File: src/rtl/clk_div_ctrl_if.sv
// Control/status bundle for clk_div_ctrl: run request, config handshake and
// the divided clock outputs.
interface clk_div_ctrl_if #(
  parameter int WIDTH = 5
);
  logic             en;
  logic             cfg_req;
  logic [WIDTH-1:0] cfg_half;
  logic             cfg_ack;
  logic             busy;
  logic             clk_out;
  logic             tick_rise;
  logic             tick_fall;

  modport master (
    output en, cfg_req, cfg_half,
    input  cfg_ack, busy, clk_out, tick_rise, tick_fall
  );

  modport slave (
    input  en, cfg_req, cfg_half,
    output cfg_ack, busy, clk_out, tick_rise, tick_fall
  );
endinterface

File: src/rtl/clk_div_ctrl.sv
// Glitch-free programmable clock divider with req/ack ratio change.
// Optional macro CLK_DIV_CTRL_TICK_EN enables the tick_rise/tick_fall strobes.
module clk_div_ctrl #(
  parameter int               WIDTH        = 5,
  parameter logic [WIDTH-1:0] DEFAULT_HALF = '0
) (
  input  logic          clk,
  input  logic          rst,
  clk_div_ctrl_if.slave bus
);
  typedef enum logic [1:0] {IDLE, RUN, STOP} state_t;

  state_t           state_reg, state_next;
  logic [WIDTH-1:0] cnt_reg, cnt_next;
  logic [WIDTH-1:0] half_reg, half_next;
  logic [WIDTH-1:0] pend_half_reg, pend_half_next;
  logic             pend_reg, pend_next;
  logic             clk_out_reg, clk_out_next;
  logic             ack_reg, ack_next;
  logic             req_q_reg;
  logic             at_end;
  logic             apply;

  assign at_end = (cnt_reg == half_reg);

  always_ff @(posedge clk or posedge rst) begin
    if (rst) begin
      state_reg     <= IDLE;
      cnt_reg       <= '0;
      half_reg      <= DEFAULT_HALF;
      pend_half_reg <= '0;
      pend_reg      <= 1'b0;
      clk_out_reg   <= 1'b0;
      ack_reg       <= 1'b0;
      req_q_reg     <= 1'b0;
    end else begin
      state_reg     <= state_next;
      cnt_reg       <= cnt_next;
      half_reg      <= half_next;
      pend_half_reg <= pend_half_next;
      pend_reg      <= pend_next;
      clk_out_reg   <= clk_out_next;
      ack_reg       <= ack_next;
      req_q_reg     <= bus.cfg_req;
    end
  end

  always_comb begin
    state_next     = state_reg;
    cnt_next       = cnt_reg;
    half_next      = half_reg;
    pend_half_next = pend_half_reg;
    pend_next      = pend_reg;
    clk_out_next   = clk_out_reg;
    ack_next       = 1'b0;
    apply          = 1'b0;

    case (state_reg)
      IDLE: begin
        cnt_next     = '0;
        clk_out_next = 1'b0;
        apply        = pend_reg;
        if (bus.en) begin
          state_next   = RUN;
          clk_out_next = 1'b1;
        end
      end
      RUN: begin
        if (!bus.en && !clk_out_reg) begin
          state_next = IDLE;
          cnt_next   = '0;
        end else if (at_end) begin
          cnt_next     = '0;
          clk_out_next = ~clk_out_reg;
          if (clk_out_reg) begin
            if (!bus.en)
              state_next = IDLE;
          end else begin
            // Rising toggle: the only safe point to switch ratio while running.
            apply = pend_reg;
          end
        end else begin
          cnt_next = cnt_reg + WIDTH'(1);
          if (!bus.en)
            state_next = STOP;
        end
      end
      STOP: begin
        if (at_end) begin
          cnt_next     = '0;
          clk_out_next = 1'b0;
          state_next   = IDLE;
        end else begin
          cnt_next = cnt_reg + WIDTH'(1);
        end
      end
      default: begin
        state_next   = IDLE;
        cnt_next     = '0;
        clk_out_next = 1'b0;
      end
    endcase

    if (apply) begin
      half_next = pend_half_reg;
      pend_next = 1'b0;
      ack_next  = 1'b1;
    end

    // Capture and apply are mutually exclusive since apply needs pend_reg set.
    if (bus.cfg_req && !req_q_reg && !pend_reg) begin
      pend_next      = 1'b1;
      pend_half_next = bus.cfg_half;
    end
  end

  assign bus.clk_out = clk_out_reg;
  assign bus.cfg_ack = ack_reg;
  assign bus.busy    = pend_reg;

`ifdef CLK_DIV_CTRL_TICK_EN
  logic tick_rise_reg, tick_fall_reg;

  always_ff @(posedge clk or posedge rst) begin
    if (rst) begin
      tick_rise_reg <= 1'b0;
      tick_fall_reg <= 1'b0;
    end else begin
      tick_rise_reg <= clk_out_next & ~clk_out_reg;
      tick_fall_reg <= ~clk_out_next & clk_out_reg;
    end
  end

  assign bus.tick_rise = tick_rise_reg;
  assign bus.tick_fall = tick_fall_reg;
`else
  assign bus.tick_rise = 1'b0;
  assign bus.tick_fall = 1'b0;
`endif
endmodule

File: src/flat_wrapper.sv
// flat-port wrapper written by rule: the top's interface ports become plain ports
module clk_div_ctrl_flat 
#(
  parameter int               WIDTH        = 5,
  parameter logic [WIDTH-1:0] DEFAULT_HALF = '0
)
  (clk, rst, bus_en, bus_cfg_req, bus_cfg_half, bus_cfg_ack, bus_busy, bus_clk_out, bus_tick_rise, bus_tick_fall);
  clk_div_ctrl_if #(.WIDTH(WIDTH)) bus_i ();
  input  logic clk;
  input  logic rst;
  input wire logic [$bits(bus_i.en)-1:0] bus_en;
  input wire logic [$bits(bus_i.cfg_req)-1:0] bus_cfg_req;
  input wire logic [$bits(bus_i.cfg_half)-1:0] bus_cfg_half;
  output wire logic [$bits(bus_i.cfg_ack)-1:0] bus_cfg_ack;
  output wire logic [$bits(bus_i.busy)-1:0] bus_busy;
  output wire logic [$bits(bus_i.clk_out)-1:0] bus_clk_out;
  output wire logic [$bits(bus_i.tick_rise)-1:0] bus_tick_rise;
  output wire logic [$bits(bus_i.tick_fall)-1:0] bus_tick_fall;
  assign bus_i.en = bus_en;
  assign bus_i.cfg_req = bus_cfg_req;
  assign bus_i.cfg_half = bus_cfg_half;
  assign bus_cfg_ack = bus_i.cfg_ack;
  assign bus_busy = bus_i.busy;
  assign bus_clk_out = bus_i.clk_out;
  assign bus_tick_rise = bus_i.tick_rise;
  assign bus_tick_fall = bus_i.tick_fall;
  clk_div_ctrl #(.WIDTH(WIDTH), .DEFAULT_HALF(DEFAULT_HALF)) u_core (.clk(clk), .rst(rst), .bus(bus_i));
endmodule
File: config.mk
export PLATFORM = sky130hd
export DESIGN_NAME = clk_div_ctrl_flat
export DESIGN_NICKNAME = d
export VERILOG_FILES = /design/src/rtl/clk_div_ctrl_if.sv /design/src/rtl/clk_div_ctrl.sv /design/src/flat_wrapper.sv
export SDC_FILE = /design/constraint.sdc
export NUM_CORES = 1
export LEC_CHECK = 0
export ABC_AREA = 1
export BUFFER_PORTS_ARGS = -buffer_cell sky130_fd_sc_hd__clkbuf_2
export CORE_MARGIN = 5
export CORE_UTILIZATION = 60
export CTS_CLUSTER_DIAMETER = 40
export DETAILED_ROUTE_END_ITERATION = 8
export GPL_TIMING_DRIVEN = 0
export PLACE_DENSITY = 0.82
export SLEW_MARGIN = 20
export SYNTH_ARGS = -nofsm -noshare
export SYNTH_HDL_FRONTEND = slang
export SYNTH_SLANG_ARGS = --single-unit
File: constraint.sdc
create_clock -name clk -period 2.6 [get_ports clk]
set_clock_uncertainty 0.1 [all_clocks]
set_input_delay 0 -clock clk [delete_from_list [all_inputs] [get_ports clk]]
set_output_delay 0 -clock clk [all_outputs]
set_load 0.01 [all_outputs]
== After elaboration in Yosys (flattened, before gate mapping) ==
Index checks and enable logic that the tools add are counted.

* Register bits after elaboration: 21
* Bits of input ports: 9
* Output and inout bits: 5

* Add/subtract/negate cells: 1
* Mux-type cells: 23
* Bitwise gates (word level): 1
* Reduce and logical (&&, ||, !) cells: 11
* Equal/unequal tests: 10

{| class="wikitable"
|+ Operators by type and width
! operator !! number
|-
| 2-bit 2-to-1 mux || 7
|-
| 1-bit 2-to-1 mux || 10
|-
| 5-bit 2-to-1 mux || 2
|-
| 5-bit case mux with 2 select lines || 1
|-
| 2-bit case mux with 3 select lines || 1
|-
| 5-bit by 1-bit adder with 5-bit output, second input constant || 1
|-
| 5-bit == test || 1
|-
| 5-bit AND reduction || 1
|-
| 1-bit zero test || 4
|-
| 2-bit by 1-bit != test with 1-bit output, second input constant || 2
|-
| 2-bit != test, second input constant || 2
|-
| 4-bit by 2-bit != test with 1-bit output, second input constant || 1
|-
| 4-bit by 3-bit != test with 1-bit output, second input constant || 1
|-
| 4-bit != test, second input constant || 1
|-
| 1-bit logical AND || 3
|-
| 1-bit case mux with 3 select lines || 1
|-
| 3-bit AND reduction || 1
|-
| 2-bit by 1-bit == test with 1-bit output, second input constant || 1
|-
| 2-bit == test, second input constant || 1
|-
| 2-bit zero test || 1
|-
| 1-bit case mux with 2 select lines || 1
|-
| 2-bit nonzero test || 1
|-
| 1-bit NOT || 1
|}

== Logic depth before layout (Yosys ltp) ==
Gate-level depths: netlist (run 1).

* Depth after elaboration: 6
* Mapped depth: 9
* Gate-level depth less buffers: 9

== Worst setup path after synthesis (run 1) ==
No wires, ideal clock.

* Kind: register to register
* Start point: register u_core.state_reg[1]
* End point: register u_core.half_reg[2]
* Path buffers: 0
* Stages on the path, launching flop included: 10
* Arrival: 1.301 ns
* Slack: 1.081 ns
* Required time: 2.383 ns
* Cell sequence: dfrtp_1 -> inv_1 -> ha_1 -> nand2_1 -> nor2_1 -> nand4_2 -> nand2_4 -> nand2_4 -> nand2_1 -> nand2_1

* Longest elaborated chain between the ends: 2

{| class="wikitable"
|+ RTL lines
! what !! RTL line !! text
|-
| from (decl) || clk_div_ctrl.sv:13 || <nowiki>state_t state_reg, state_next;</nowiki>
|-
| from (signal assigned) || clk_div_ctrl.sv:37 || <nowiki>state_reg <= state_next;</nowiki>
|-
| 2-bit by 1-bit == test with 1-bit output / 2-bit zero test (equally long branches) || clk_div_ctrl.sv:58 || <nowiki>case (state_reg)</nowiki>
|-
| 1-bit case mux with 2 select lines (*) || clk_div_ctrl.sv:58 ||
|-
| to (signal assigned) || clk_div_ctrl.sv:39 || <nowiki>half_reg <= half_next;</nowiki>
|-
| to (decl) || clk_div_ctrl.sv:15 || <nowiki>logic [WIDTH-1:0] half_reg, half_next;</nowiki>
|}

Mark *: on every way between the ends. The rest lies on a longest branch, timed or not.
A chain may end at the register's enable or synchronous reset.

== Worst setup path in the final report (run 1) ==
* Start point: register u_core.state_reg[1]
* End point: register u_core.half_reg[4]

The elaborated chain is that of the path after synthesis.

==> metrics.yaml, run 1 <==
status:
  outcome: "finished, final reports clean"
floorplan:
  die_area_mm2: 0.00279
  die_h_um: 52.8
  die_x_um: 52.8
  pin_count: 14
  rows: 15
  core_area_mm2: 0.00173
  initial_utilization_pct: 63.6
worst_setup_path:
  cp-start-kind: "flop"
  timing.rr.start: "u_core.state_reg[1]"
  worstSetupPathType: "reg2reg"
  crit_top_cell: "nand2_1"
  cp_slowest_cell: "dfrtp_1"
  worstPathCellList: "inv_1, ha_1, nand2_1, nor2_1, nand4_2, nand2_4, nand2_4, nand2_1, nand2_1"
  crit_start: "u_core.state_reg[1]"
  crit_fanout: 7
  max_stage_delay_ns: 0.42
  reg2reg_depth: 9
  cp_data_arrival_time_ns: 1.81
  cp.required_ns: 2.71
  cp-end-kind: "flop"
routing:
  ant_nets: 0
  drtPass1Iterations: 4
  drt_iter0_drc: 14
  routed_wl_mm: 1.96
  vias: 809
  routedWlPerCell_um: 11.8
  drc: 0
  routed_via_density: 4.87
layout:
  drive_gt1_share_pct: 33.3
  seq_area_um2: 526
  finish.utilization_pct: 75.1
  antenna_cells: 0
  fillers: 123
  layout.nets: 155
  areaGrowthSynthToFinish_pct: 18.0
  multiInputGateArea_um2: 502
sta:
  finalCritPeriodShare_pct: 65.4
  whs_ns: 0.246
  setup_viol_count_final: 0
  worst_pin_slew_ns: 0.776
  slew_headroom_pct: 48.2
  fin_crit_ns: 1.70
  drv_slew: 0
  setup_tns_ns: 0
  rsz0062_at_grt: "false"
  fmax_mhz: 589
  hold_viol: 0
grt:
  grt_max_degree: 22
  grt_overflow: 0
  grt_pass1_wl_mm: 3.61
  grt_pass1_vias: 855
  grt_antenna_before_repair: 0
  grt_use_total_pct: 17.9
yosys:
  ys_seq_area_share_pct: 47.8
  synth.distinct_cells: 24
  postSynthAreaPerCell_um2: 9.39
  synth_cells: 117
  ys_seq_elements: 21
  synth_warnings: 0
  syn-cell-area_mm2: 0.00110
power:
  fin_total_pwr_mw: 1.30
  p_leak_nw: 0.682
  power_per_cell_area_mw_per_mm2: 1000
  peakVddDrop_v: 0.000642
hold_path:
  hp-class: "in2async"
clock_tree:
  numCtsBuffers: 3
  cts_resized: 0
  cts_buffer_depth: 2
  clockRootBuffer: "clkbuf_4"
  cts.sinks: 21
  postCtsHoldBufs: 8
  cts_tree: "done"
  clkTransAtPathRegs_ns: 0.12
  post_cts_buffers: 0
  clk_latency_ns: 0.31
  cts.htree.levels: 1
placement:
  io_buffers: 11
  hpwl_mm: 1.46
  gp_congestion: 0.857
job:
  drv_cap: 0
[layout by cell type (no fill, tap or decap), drive strengths merged]
master / instances
a21oi: 3
xor2: 2
mux2: 5
nor2: 14
o21ai: 2
conb: 2
dlygate4sd3: 8
clkbuf: 14
inv: 15
nand4: 1
ha: 4
clkinv: 2
buf: 2
nand2: 33
or2: 1
xnor2: 2
nand3: 10
dfrtp: 21
[where the power goes]
part | internal, mW | switching, mW
Combinational | 0.242 | 0.354
Clock | 0.0575 | 0.0999
Sequential | 0.446 | 0.104
[routing by layer]
metal	part of all wire, %	up-vias	global-route usage, %
li1	-	404	-
met1	42	384	20.2
met2	53	14	32.4
met3	3.4	7	3.42
met4	2.0	0	7.66
met5	0	-	0
[kinds of logic (layout without fill, tap and decap cells)]
family / Yosys count / count (layout) / synth area share, %
other: 1 / 2 / 0.341
adders and majority gates: 4 / 4 / 4.56
AOI/OAI and AO/OA: 5 / 5 / 2.96
and+or+nand+nor: 59 / 59 / 29.2
xor gates and xnor gates: 4 / 4 / 3.19
buffers and inverters: 18 / 41 / 6.83
DFF: 21 / 21 / 47.8
muxes: 5 / 5 / 5.12
[worst max-delay path: cells and delay by family (launching register included)]
kind	cells	cell delay [ns]
flip-flops	1	0.42
adder cells (fa/ha/maj)	1	0.21
AND/OR/NAND/NOR	7	0.78
buffers and inverters	1	0.08
[cells in the mapped netlist]
| master | count | area [um2] |
|---|---|---|
| nand2_1 | 24 | 90.1 |
| dfrtp_1 | 21 | 526 |
| inv_1 | 13 | 48.8 |
| nand3_1 | 7 | 35.0 |
| nor2_1 | 7 | 26.3 |
| nand2_2 | 6 | 37.5 |
| nor2_2 | 6 | 37.5 |
| mux2_2 | 5 | 56.3 |
| ha_1 | 4 | 50.1 |
| nand2_4 | 3 | 33.8 |
| nand3_2 | 3 | 30.0 |
| a21oi_1 | 2 | 10.0 |
| buf_4 | 2 | 15.0 |
| inv_2 | 2 | 7.51 |
| xnor2_1 | 2 | 17.5 |
| xor2_1 | 2 | 17.5 |
| a21oi_2 | 1 | 8.76 |
| clkinv_1 | 1 | 3.75 |
| conb_1 | 1 | 3.75 |
| nand4_2 | 1 | 12.5 |
| nor2_4 | 1 | 11.3 |
| o21ai_0 | 1 | 5.00 |
| o21ai_2 | 1 | 8.76 |
| or2_2 | 1 | 6.26 |
[final timing paths]
check,to,slack [ns]
min in group clk,u_core.req_q_reg,0.25
setup reg to reg,u_core.half_reg[4],0.90
hold / removal,u_core.pend_half_reg[0],0.25
max in group asynchronous,u_core.cnt_reg[1],1.67
hold reg to reg,u_core.pend_half_reg[0],0.42
setup / recovery,u_core.half_reg[4],0.90
[per-stage QoR]
step,std cells,instance area (um2),setup slack [ns]
floorplan,118,1100,1.08
CTS,166,1300,0.870
global route,166,1300,0.791
detailed placement,154,1190,0.887
finish,166,1300,0.901
global placement,154,1190,0.966
[cell type report]
class,instances,area share [%]
Clock buffer,3,1.74
Clock inverter,1,0.386
Inverter,16,4.63
Multi-Input combinational cell,79,38.7
Timing Repair Buffer,19,10.4
Sequential cell,21,40.5
Tap cell,25,2.41
Buffer,2,1.16
No activity file was read; power rests on OpenSTA's default activity.
==> run 2: changes to the inputs <==
Settings changed: CORE_UTILIZATION 60 to 55, PLACE_DENSITY 0.82 to 0.76.
Clock period 2.6 ns to 1.6 ns, I/O delays scaled along.
==> run 2 against run 1 <==
  * Combinational power is 65% higher
  * Clock power increased by 62%
  * Largest cell class unchanged
  * Core utilization decreased by 6.7 points
  * Clock-buffer cell count grew 1
  * Register-to-register slack worse by 0.79 ns
  * Sequential share of layout area shrank 0.96 points
  * Via count shrank 2.0%
==> metrics.yaml, run 2 (synthesis results as in run 1) <==
worst_setup_path:
  worstSetupPathType: "reg2reg"
  reg2reg_setup_slack_ns: 0.11
  cp-end-kind: "flop"
  cp_data_arrival_time_ns: 1.60
  crit_fanout: 7
  cp-start-kind: "flop"
  cp.required_ns: 1.71
grt:
  grt_use_total_pct: 14.6
  grt_max_degree: 22
  grt.busiest_layer: "met2"
  grt_antenna_before_repair: 0
  grtUsageMet1_pct: 17.1
  grt_pass1_vias: 768
  grt_overflow: 0
  grtUsageMet3_pct: 3.54
  grt_pass1_wl_mm: 3.05
  gr-usage-met2_pct: 25.0
status:
  outcome: "finished, final reports clean"
routing:
  vias: 793
  routed_wl_mm: 1.78
  drt_iter0_drc: 11
  routedWlPerCell_um: 10.5
  drc: 0
  routed_via_density: 4.69
  ant_nets: 0
  drtPass1Iterations: 3
sta:
  drv_slew: 0
  rsz0062_at_grt: "false"
  finalCritPeriodShare_pct: 93.2
  worst_pin_slew_ns: 0.760
  fmax_mhz: 671
  hold_viol: 0
  slew_headroom_pct: 49.3
  fin_crit_ns: 1.49
  setup_viol_count_final: 0
floorplan:
  core_area_mm2: 0.00194
  rows: 16
  pin_count: 14
  die_area_mm2: 0.00299
  die_x_um: 54.7
  die_h_um: 54.7
  initial_utilization_pct: 56.6
placement:
  hpwl_mm: 1.36
  io_buffers: 11
  placed_area_mm2: 0.00119
  gp_congestion: 0.755
clock_tree:
  cts.htree.levels: 1
  numCtsBuffers: 3
  clk_latency_ns: 0.31
  cts.sinks: 21
  clockRootBuffer: "clkbuf_4"
  clkTransAtPathRegs_ns: 0.11
  cts_buffer_depth: 2
  cts_tree: "done"
hold_path:
  hp-class: "in2async"
layout:
  antenna_cells: 0
  fillers: 167
  areaGrowthSynthToFinish_pct: 20.8
  drive_gt1_share_pct: 35.9
  design_area_mm2: 0.00133
  final_cell_mix: "nand2_1, dfrtp_1, inv_1, clkbuf_2, dlygate4sd3_1"
  final_common_cell: "nand2_1"
  finish.utilization_pct: 68.4
  layout.nets: 156
power:
  fin_total_pwr_mw: 2.14
  peakVddDrop_v: 0.000955
  p_leak_nw: 0.686
  power_per_cell_area_mw_per_mm2: 1610
job:
  drv_cap: 0
run 2: changes by cell type in the layout (fill, tap and decap cells not counted), sizes merged:
cell / before / now
clkinv: 2 / 1
clkbuf: 14 / 15
buf: 2 / 3
run 2: final timing paths:
kind,start,to,depth (start not counted)
worst max-delay path,u_core.state_reg[1],u_core.half_reg[1],9
worst min-delay path,rst,u_core.pend_half_reg[4],3
worst max register to register,u_core.state_reg[1],u_core.half_reg[1],9
worst min register to register,u_core.pend_half_reg[3],u_core.half_reg[3],2
max in group asynchronous,rst,u_core.bus.clk_out,3
min in group clk,bus_cfg_req,u_core.req_q_reg,2
run 2: metal layers:
metal | up-vias | wire length (um)
met5 | - | 0
met4 | 0 | 33
met3 | 2 | 86
met2 | 14 | 894
met1 | 368 | 767
li1 | 409 | -
run 2: final cells by class:
| class | instances | area (um2) | area share, % |
|---|---|---|---|
| buffer | 2 | 15.0 | 1.13 |
| clock buffer | 4 | 26.3 | 1.98 |
| inverter | 16 | 60.1 | 4.52 |
| multi-input combinational | 79 | 524 | 39.5 |
| sequential | 21 | 526 | 39.6 |
| tap | 27 | 33.8 | 2.54 |
| timing repair buffer | 20 | 143 | 10.7 |
run 2: power breakdown:
part	leakage [nW]	total, mW	internal [mW]	switching [mW]
registers	0.265	0.902	0.724	0.178
logic	0.405	0.983	0.422	0.561
clock network	0.0150	0.254	0.0974	0.156
total	0.686	2.14	1.24	0.895
run 2: timing repair:
action | 4_1_cts | 5_1_grt
setup endpoints to repair | 7 | 5
pin swaps | 2 | 2
hold buffers | 8 | 0
resized for setup | 4 | 2
endpoints found under the hold margin | 28 | 0
setup buffers | 1 | 0
run 2: per-stage QoR:
step	hold slack (ns)	cells	setup WS (ns)	TNS (ns)
finish	0.246	169	0.109	0
global route	0.264	169	0.00477	0
detailed placement	0.0252	156	-0.0870	-0.420
floorplan	-0.123	118	0.0815	0
global placement	0.0247	156	-0.0361	-0.169
CTS	0.236	169	0.0194	0
run 2: worst max-delay path, stage by stage, from the launching register on:
cell and delay, ns:
dfrtp_1 0.41, inv_2 0.08, ha_4 0.15, nand2_2 0.08, nor2_4 0.11, nand4_2 0.14
nand2_4 0.13, nand2_4 0.08, nand2_1 0.07, nand2_1 0.04
